[config.mk]
export PLATFORM = sky130hd
export DESIGN_NAME = sec_encoder_awe_28bits_clk
export DESIGN_NICKNAME = d
export VERILOG_FILES = /design/src/rtl/sec_encoder_awe_28bits_clk.sv
export SDC_FILE = /design/constraint.sdc
export NUM_CORES = 1
export LEC_CHECK = 0
export ABC_AREA = 1
export CAP_MARGIN = 20
export CORE_UTILIZATION = 45
export CTS_BUF_LIST = sky130_fd_sc_hd__clkbuf_16
export DETAILED_ROUTE_END_ITERATION = 16
export PLACE_DENSITY = 0.66
export REMOVE_ABC_BUFFERS = 1
export SLEW_MARGIN = 20
export SYNTH_ARGS = -nofsm -noshare
export SYNTH_HDL_FRONTEND = slang
export SYNTH_SLANG_ARGS = --single-unit
[constraint.sdc]
create_clock -name clk -period 8.5 [get_ports clk]
set_input_delay 1.7 -clock clk [delete_from_list [all_inputs] [get_ports clk]]
set_output_delay 1.7 -clock clk [all_outputs]
set_load 0.03 [all_outputs]
[src/rtl/sec_encoder_awe_28bits_clk.sv]
// sec_encoder_awe_28bits_clk: sequential AN-code encoder (W = A_CONST*N) with optional single arithmetic error injection
module sec_encoder_awe_28bits_clk #(
    parameter int          N_BITS  = 28,
    parameter int          W_BITS  = 36,
    parameter int unsigned A_CONST = 167
) (
    input  logic              clk,
    input  logic              rst,
    input  logic              in_valid,
    output logic              in_ready,
    input  logic [N_BITS-1:0] N,
    input  logic              err_en,
    input  logic              err_sign,
    input  logic [5:0]        err_pos,
    output logic              out_valid,
    input  logic              out_ready,
    output logic [W_BITS-1:0] W,
    output logic              busy
);
    localparam int A_BITS = W_BITS - N_BITS;
    localparam int CW = A_BITS > 1 ? $clog2(A_BITS) : 1;
    localparam logic [A_BITS-1:0] A_VEC = A_BITS'(A_CONST);
    localparam logic [W_BITS-1:0] ONE = {{(W_BITS-1){1'b0}}, 1'b1};

    if (A_CONST % 2 == 0 || A_CONST >= (64'd1 << A_BITS) || W_BITS <= N_BITS) begin : g_bad_params
        $error("sec_encoder_awe_28bits_clk: A_CONST must be odd and below 2^A_BITS, W_BITS must exceed N_BITS");
    end

    typedef enum logic [1:0] {IDLE, MUL, ERR, OUT} state_t;

    state_t            state, state_n;
    logic [N_BITS-1:0] n_q;
    logic              err_en_q, err_sign_q, err_hit;
    logic [5:0]        err_pos_q;
    logic [CW-1:0]     cnt;
    logic [W_BITS-1:0] acc, addend, delta, acc_err;

    assign in_ready = (state == IDLE) & ~rst;
    assign busy     = state != IDLE;

    // partial product for the current multiplier bit and the error-adjusted accumulator
    always_comb begin
        addend  = A_VEC[cnt] ? ({{A_BITS{1'b0}}, n_q} << cnt) : '0;
        err_hit = err_en_q && (int'(err_pos_q) < W_BITS);
        delta   = ONE << err_pos_q;
        acc_err = err_hit ? (err_sign_q ? acc - delta : acc + delta) : acc;
    end

    // state register; reset discards any in-flight word
    always_ff @(posedge clk or posedge rst) begin
        if (rst) state <= IDLE;
        else     state <= state_n;
    end

    // next-state: one MUL step per bit of A_CONST, one ERR step, then hold until taken
    always_comb begin
        state_n = state;
        case (state)
            IDLE: state_n = (in_valid && in_ready) ? MUL : IDLE;
            MUL:  state_n = (cnt == CW'(A_BITS - 1)) ? ERR : MUL;
            ERR:  state_n = OUT;
            OUT:  state_n = out_ready ? IDLE : OUT;
            default: state_n = IDLE;
        endcase
    end

    // datapath: latch inputs on accept, shift-add, publish codeword, clear valid on handshake
    always_ff @(posedge clk or posedge rst) begin
        if (rst) begin
            n_q        <= '0;
            err_en_q   <= 1'b0;
            err_sign_q <= 1'b0;
            err_pos_q  <= '0;
            cnt        <= '0;
            acc        <= '0;
            W          <= '0;
            out_valid  <= 1'b0;
        end else begin
            case (state)
                IDLE: if (in_valid && in_ready) begin
                    n_q        <= N;
                    err_en_q   <= err_en;
                    err_sign_q <= err_sign;
                    err_pos_q  <= err_pos;
                    acc        <= '0;
                    cnt        <= '0;
                end
                MUL: begin
                    acc <= acc + addend;
                    cnt <= cnt + 1'b1;
                end
                ERR: begin
                    W         <= acc_err;
                    out_valid <= 1'b1;
                end
                OUT: if (out_ready) out_valid <= 1'b0;
                default: ;
            endcase
        end
    end
endmodule

==> results of run 1 <==
-- logic make-up (layout without fill, tap and decap cells) --
group | after synthesis | count (layout) | synth area share
flip-flops | 114 | 114 | 0.2489
buffers and inverters | 283 | 352 | 0.09355
adder cells (fa/ha/maj) | 75 | 75 | 0.08318
XOR/XNOR | 29 | 29 | 0.02216
AND/OR/NAND/NOR | 1035 | 1035 | 0.3683
multiplexers | 1 | 1 | 0.0008733
AO/OA/AOI/OAI | 386 | 386 | 0.1831
-- synthesized netlist by cell type, types with 2 or more instances --
library cell / count / share of area
sky130_fd_sc_hd__nand3b_1: 8 / 0.0052
sky130_fd_sc_hd__or2_2: 5 / 0.0027
sky130_fd_sc_hd__nor2_4: 2 / 0.0020
sky130_fd_sc_hd__o21a_1: 7 / 0.0046
sky130_fd_sc_hd__nand2_2: 5 / 0.0027
sky130_fd_sc_hd__a21o_1: 11 / 0.0072
sky130_fd_sc_hd__nand3_1: 86 / 0.038
sky130_fd_sc_hd__inv_2: 10 / 0.0033
sky130_fd_sc_hd__ha_1: 73 / 0.080
sky130_fd_sc_hd__nor3_1: 24 / 0.010
sky130_fd_sc_hd__o21ai_1: 9 / 0.0039
sky130_fd_sc_hd__xnor2_1: 10 / 0.0076
sky130_fd_sc_hd__o22ai_1: 29 / 0.016
sky130_fd_sc_hd__fa_1: 2 / 0.0035
sky130_fd_sc_hd__clkbuf_1: 43 / 0.014
sky130_fd_sc_hd__nand3_2: 5 / 0.0044
sky130_fd_sc_hd__nand4_1: 14 / 0.0076
sky130_fd_sc_hd__o21ai_0: 167 / 0.073
sky130_fd_sc_hd__nor4_1: 5 / 0.0027
sky130_fd_sc_hd__nor2_1: 233 / 0.076
sky130_fd_sc_hd__a21boi_0: 3 / 0.0020
sky130_fd_sc_hd__nand2_4: 2 / 0.0020
sky130_fd_sc_hd__a31oi_1: 14 / 0.0076
sky130_fd_sc_hd__dfrtp_1: 114 / 0.25
sky130_fd_sc_hd__buf_2: 5 / 0.0022
sky130_fd_sc_hd__o21bai_1: 10 / 0.0065
sky130_fd_sc_hd__inv_1: 221 / 0.072
sky130_fd_sc_hd__nand2_1: 635 / 0.21
sky130_fd_sc_hd__clkinv_1: 2 / 0.00066
sky130_fd_sc_hd__a21oi_1: 124 / 0.054
sky130_fd_sc_hd__o211ai_1: 8 / 0.0052
sky130_fd_sc_hd__nor2_2: 8 / 0.0044
sky130_fd_sc_hd__xor2_1: 19 / 0.015
-- worst min-delay path by stage --
stage / from / endpoint / slack, ps
2_1_floorplan: err_en_q$_DFFE_PP0P_ / err_en_q$_DFFE_PP0P_ / 450
3_3_place_gp: W[33]$_DFFE_PP0P_ / W[33]$_DFFE_PP0P_ / 460
3_5_place_dp: W[33]$_DFFE_PP0P_ / W[33]$_DFFE_PP0P_ / 460
4_1_cts: W[33]$_DFFE_PP0P_ / W[33]$_DFFE_PP0P_ / 480
5_1_grt: W[25]$_DFFE_PP0P_ / W[25]$_DFFE_PP0P_ / 500
6_report: W[18]$_DFFE_PP0P_ / W[18]$_DFFE_PP0P_ / 480
-- cell type report --
class,count,area [sq um]
Tap cell,330,412.9
Clock inverter,15,160.2
Fill cell,2767,12000
Clock buffer,17,425.4
Multi-Input combinational cell,1526,7537
Sequential cell,114,2853
Timing Repair Buffer,87,848.3
Inverter,233,877.1
-- metrics by stage --
stage	worst slack, ps	instance area, sq um	hold slack [ps]
final	3787	13110	477.4
after detailed placement	3792	12530	464.1
after floorplan	3784	11260	449.2
after global routing	3762	13110	501.7
after CTS	3788	13110	480.3
after global placement	3800	12530	461.1
-- flip-flops by register name, summed over array words and instances, names as in the netlist --
signal / count
W: 36
acc: 36
n_q: 28
err_pos_q: 6
cnt: 3
state: 2
err_en_q: 1
err_sign_q: 1
out_valid: 1
-- worst min-delay path: cells and delay by family (launching register included) --
kind	cells	cell delay, ps
and+or+nand+nor	2	100
DFF	1	340
-- per-layer routing --
| metal | wire length (microns) | vias up |
|---|---|---|
| met4 | 1690 | 0 |
| met3 | 1597 | 90 |
| li1 | - | 6369 |
| met1 | 17360 | 5746 |
| met5 | 0 | - |
| met2 | 20180 | 323 |
==> results.toml, run 1 <==
[clocking]
postCtsSetupRepairBufs = 0
numClockSinks = 114
htree_levels = 4
cts-root-buf = "sky130_fd_sc_hd__clkbuf_16"
tritoncts.num_buffers = 17
clk_latency_ps = 430
hold_buffers = 0
cts_resized = 0
cts_tree = "done"
clk_transition_reported_paths_ps = 60
clock_path_buffers = 2

[logic_synthesis]
synth.distinct_cells = 43
synth-seq-area-share = 0.2489
syn_area_per_cell_sq_um = 5.961
synth_async_sr_flop_share = 1.000
ys.flop_type = "sky130_fd_sc_hd__dfrtp_1"
synth-edff-count = 0
yosys_register_bits = 114
ys_warn_count = 0
netlist_instances = 1923
netlist_area_sq_mm = 0.01146

[drt]
drt_pass1_iterations = 6
first_iteration_detailed_routing_drc_count = 737
wl_microns = 40830
via_count = 12530
number_of_routed_nets_with_antenna_violations = 0
remaining_drc_errors = 0
avgRoutedWirePerCell_microns = 17.58
drt-vias-per-instance = 5.395

[critical_path]
crit_start = "rst"
timing.critical_path.fanout_max = 2
worstPathCellList = "clkdlybuf4s50_1 -> nor2_1 -> clkdlybuf4s50_1"
worstPathBufferInverterCount = 2
critical-path-top-cell-by-count = "sky130_fd_sc_hd__clkdlybuf4s50_1"
longest_individual_stage_delay_on_the_worst_path_ps = 680
slowest_stage = "sky130_fd_sc_hd__clkdlybuf4s50_1"
timing.critical_path.to_type = "output pin"
cp.required_ps = 6800
worstPathArrival_ps = 3010
cp_top_family = "buffers and inverters"
r2r.worst_path.cells = 26
crit_end = "in_ready"
worst-r2r-setup-slack_ps = 4190
startpoint_type = "input port"
critical_path_class = "input port to output pin"
reg2reg_to = "W[32]$_DFFE_PP0P_"
worstReg2RegStart = "err_pos_q[5]$_DFFE_PP0P_"
worst-path-stages = 3

[cells_and_area]
syn2layout_area_growth_pct = 14.41
most_frequent_cells_in_the_layout = "sky130_fd_sc_hd__nand2_1 (635), sky130_fd_sc_hd__nor2_1 (233), sky130_fd_sc_hd__inv_1 (218)"
postLayoutCoreUtil = 0.5223
nets = 2094
finish.cell_count_without_fillers = 2322
share_of_final_layout_standard_cells_stronger_than_drive_strength_1 = 0.04167
layout.cells.most_common = "sky130_fd_sc_hd__nand2_1"
diodes = 0

[die]
die-height_microns = 161.6
die_width_microns = 161.6
placement_rows = 58
die_area_sq_mm = 0.02611
initial_core_utilization = 0.4565
core-area_sq_mm = 0.02511
ios = 79

[sta]
fmax_mhz = 212.2
final.min_clock_period_ps = 4713
timing.final.setup_violations = 0
hold_viol_final = 0
headroom_to_the_max_slew_limit = 0.3440
finalSetupTns_ps = 0
report.final.slew_viol_count = 0
worstMarginPinSlew_ps = 984.1
final_min_period_over_clock_period = 0.5544
worst_clock_skew_ps = 15.35
rsz0062_at_grt = "no"

[min_path]
timing.hold.worst.class = "flip-flop to flip-flop"
hold_critical_path_depth = 2

[outcome]
outcome = "finished, final reports clean"

[grt]
track_usage = 0.3219
grt_max_degree = 73
via_count_of_the_first_global_routing_pass = 12180
met1_usage_in_global_routing = 0.3826
global_route.peak_usage_layer = "met2"
grt_use_met2 = 0.5841
grt_pass1_wl_microns = 64390
number_of_antenna_violations_at_the_first_check_in_global_routing = 0
met3_usage = 0.03261
grt_overflow_total = 0

[placed_design]
gp_congestion = 0.9980
numPlacedInstances = 2290
hpwl_microns = 33060
number_of_port_buffers = 78

[job]
number_of_max_cap_violations = 0
Power of run 1 is not shown: default switching activity piles up to over one toggle a cycle in this logic, so the estimate is an artifact.
==> run 2, diff against run 1 <==
Settings changed: PLACE_DENSITY 0.66 to 0.68.
Clock period 8.5 ns to 4.15 ns, I/O delays scaled along.
==> results.toml, run 2 (same netlist as run 1, synthesis figures left out) <==
[outcome]
outcome = "finished, final reports clean"

[clocking]
tritoncts.num_buffers = 17
clock_path_buffers = 2
cts_tree = "done"
cts-root-buf = "sky130_fd_sc_hd__clkbuf_16"
hold_buffers = 0
clk_latency_ps = 430
clk_transition_reported_paths_ps = 60
numClockSinks = 114
htree_levels = 4

[cells_and_area]
layout.filler_cells = 2675
diodes = 0
nets = 2118
finish.cell_count_without_fillers = 2346
layout.cells.most_common = "sky130_fd_sc_hd__nand2_1"
final_design_area_no_fill_sq_mm = 0.01335
share_of_final_layout_standard_cells_stronger_than_drive_strength_1 = 0.05952
most_frequent_cells_in_the_layout = "sky130_fd_sc_hd__nand2_1 (635), sky130_fd_sc_hd__nor2_1 (227), sky130_fd_sc_hd__inv_1 (219)"
largest_registers_ranked_by_flip_flop_count = "W: 36 flops, acc: 36 flops, n_q: 28 flops"
syn2layout_area_growth_pct = 16.48

[critical_path]
slowest_stage = "sky130_fd_sc_hd__dfrtp_2"
timing.critical_path.fanout_max = 7
startpoint_type = "flip-flop"
critical-path-top-cell-by-count = "sky130_fd_sc_hd__nand2_1"
worstPathCellList = "inv_2 -> nand2_1 -> nor2_4 -> inv_2 -> nor2_2 -> inv_1 -> ha_1 -> nand2_1 -> nor2_1 -> nand3_2 -> inv_2 -> nand2_4 -> o21ai_1 -> xor2_1 -> inv_1 -> ha_1 -> nand2_1 -> o21ai_0 -> a21oi_1 -> or2_2 -> nand4_1 -> nand3_1 -> nand2_1 -> nand2_1"
timing.critical_path.to_type = "flip-flop"
worstReg2RegStart = "err_pos_q[3]$_DFFE_PP0P_"
cp.required_ps = 4470
longest_individual_stage_delay_on_the_worst_path_ps = 440
critical_path_class = "flip-flop to flip-flop"
worstPathArrival_ps = 4190
crit_start = "err_pos_q[3]$_DFFE_PP0P_"
cp_top_family = "simple AND/OR/NAND/NOR gates"
worstPathBufferInverterCount = 5

[grt]
track_usage = 0.3270
grt_pass1_wl_microns = 65690
via_count_of_the_first_global_routing_pass = 12380
grt_overflow_total = 0
grt_max_degree = 60
number_of_antenna_violations_at_the_first_check_in_global_routing = 0

[placed_design]
hpwl_microns = 33950
post_detailed_placement_cell_area_sq_mm = 0.01271
gp_congestion = 0.9972
number_of_port_buffers = 78
numPlacedInstances = 2313

[die]
die_area_sq_mm = 0.02611
placement_rows = 58
die-height_microns = 161.6
die_width_microns = 161.6
ios = 79
initial_core_utilization = 0.4565
core-area_sq_mm = 0.02511

[sta]
report.final.slew_viol_count = 0
final.min_clock_period_ps = 3869
worst_clock_skew_ps = 12.47
timing.final.setup_violations = 0
hold_viol_final = 0
headroom_to_the_max_slew_limit = 0.4611
final.hold.worst_slack_ps = 477.1
worstMarginPinSlew_ps = 803.4
rsz0062_at_grt = "yes"
fmax_mhz = 258.5
final_min_period_over_clock_period = 0.9322

[drt]
number_of_routed_nets_with_antenna_violations = 0
via_count = 12690
drt_pass1_iterations = 6
remaining_drc_errors = 0
wl_microns = 41420
avgRoutedWirePerCell_microns = 17.66
first_iteration_detailed_routing_drc_count = 1107
drt-vias-per-instance = 5.410

[min_path]
worstHoldStart = "W[25]$_DFFE_PP0P_"
timing.hold.worst.class = "flip-flop to flip-flop"

[job]
number_of_max_cap_violations = 0
-- run 2: cell count changes in the layout (fill, tap and decap cells not counted), sizes merged --
| cell | change |
|---|---|
| inv | +4 |
| buf | +24 |
| clkinv | -3 |
| clkinvlp | -1 |
-- run 2: metrics by stage --
step / setup TNS [ps] / util / worst slack [ps]
CTS: 0 / 0.5297 / 1.998
global route: -81.66 / 0.5317 / -34.34
global placement: 0 / 0.5063 / 51.79
finish: 0 / 0.5317 / 281.5
floorplan: 0 / - / 304.3
detailed placement: -15.63 / 0.5063 / -15.63
-- run 2: path summary, 6_finish.rpt --
| kind | end | slack, ps | cells after the start |
|---|---|---|---|
| max in group asynchronous | n_q[15]$_DFFE_PP0P_ | 2580 | 3 |
| worst max-delay path | W[26]$_DFFE_PP0P_ | 280 | 24 |
| min in group asynchronous | acc[35]$_DFFE_PP0P_ | 840 | 2 |
| worst min-delay path | W[25]$_DFFE_PP0P_ | 480 | 2 |
| worst min register to register | W[25]$_DFFE_PP0P_ | 480 | 2 |
| worst max register to register | W[26]$_DFFE_PP0P_ | 280 | 24 |
-- run 2: worst register-to-register path: cells and delay by family, from the launching register on --
family | cells | cell delay (ps)
simple gates | 13 | 1670
fa+ha+maj | 2 | 540
compound gates | 3 | 510
flops | 1 | 440
buf+inv | 5 | 390
xor+xnor | 1 | 230
-- run 2: layout make-up --
class | instances | area, sq um | area share
multi-input cells | 1526 | 7584 | 0.5680
flip-flops and latches | 114 | 2855 | 0.2139
repair buffers | 111 | 1041 | 0.07797
inverters | 233 | 877.1 | 0.06569
clock buffers | 17 | 425.4 | 0.03186
well taps | 330 | 412.9 | 0.03092
clock inverters | 15 | 156.4 | 0.01171
-- run 2: timing repair --
item                                    in CTS  in global routing
gates resized for setup                      2                 16
pin swaps                                    0                  3
setup buffers                                0                  1
endpoints found under the setup margin       2                 25
-- run 2: metal layers --
| metal | global-route usage | share of wire |
|---|---|---|
| met1 | 0.3890 | 0.42 |
| met2 | 0.5929 | 0.50 |
| met3 | 0.04032 | 0.044 |
| met4 | 0.1321 | 0.040 |
| met5 | 0 | 0 |
Power of run 2 is left out for the same reason.
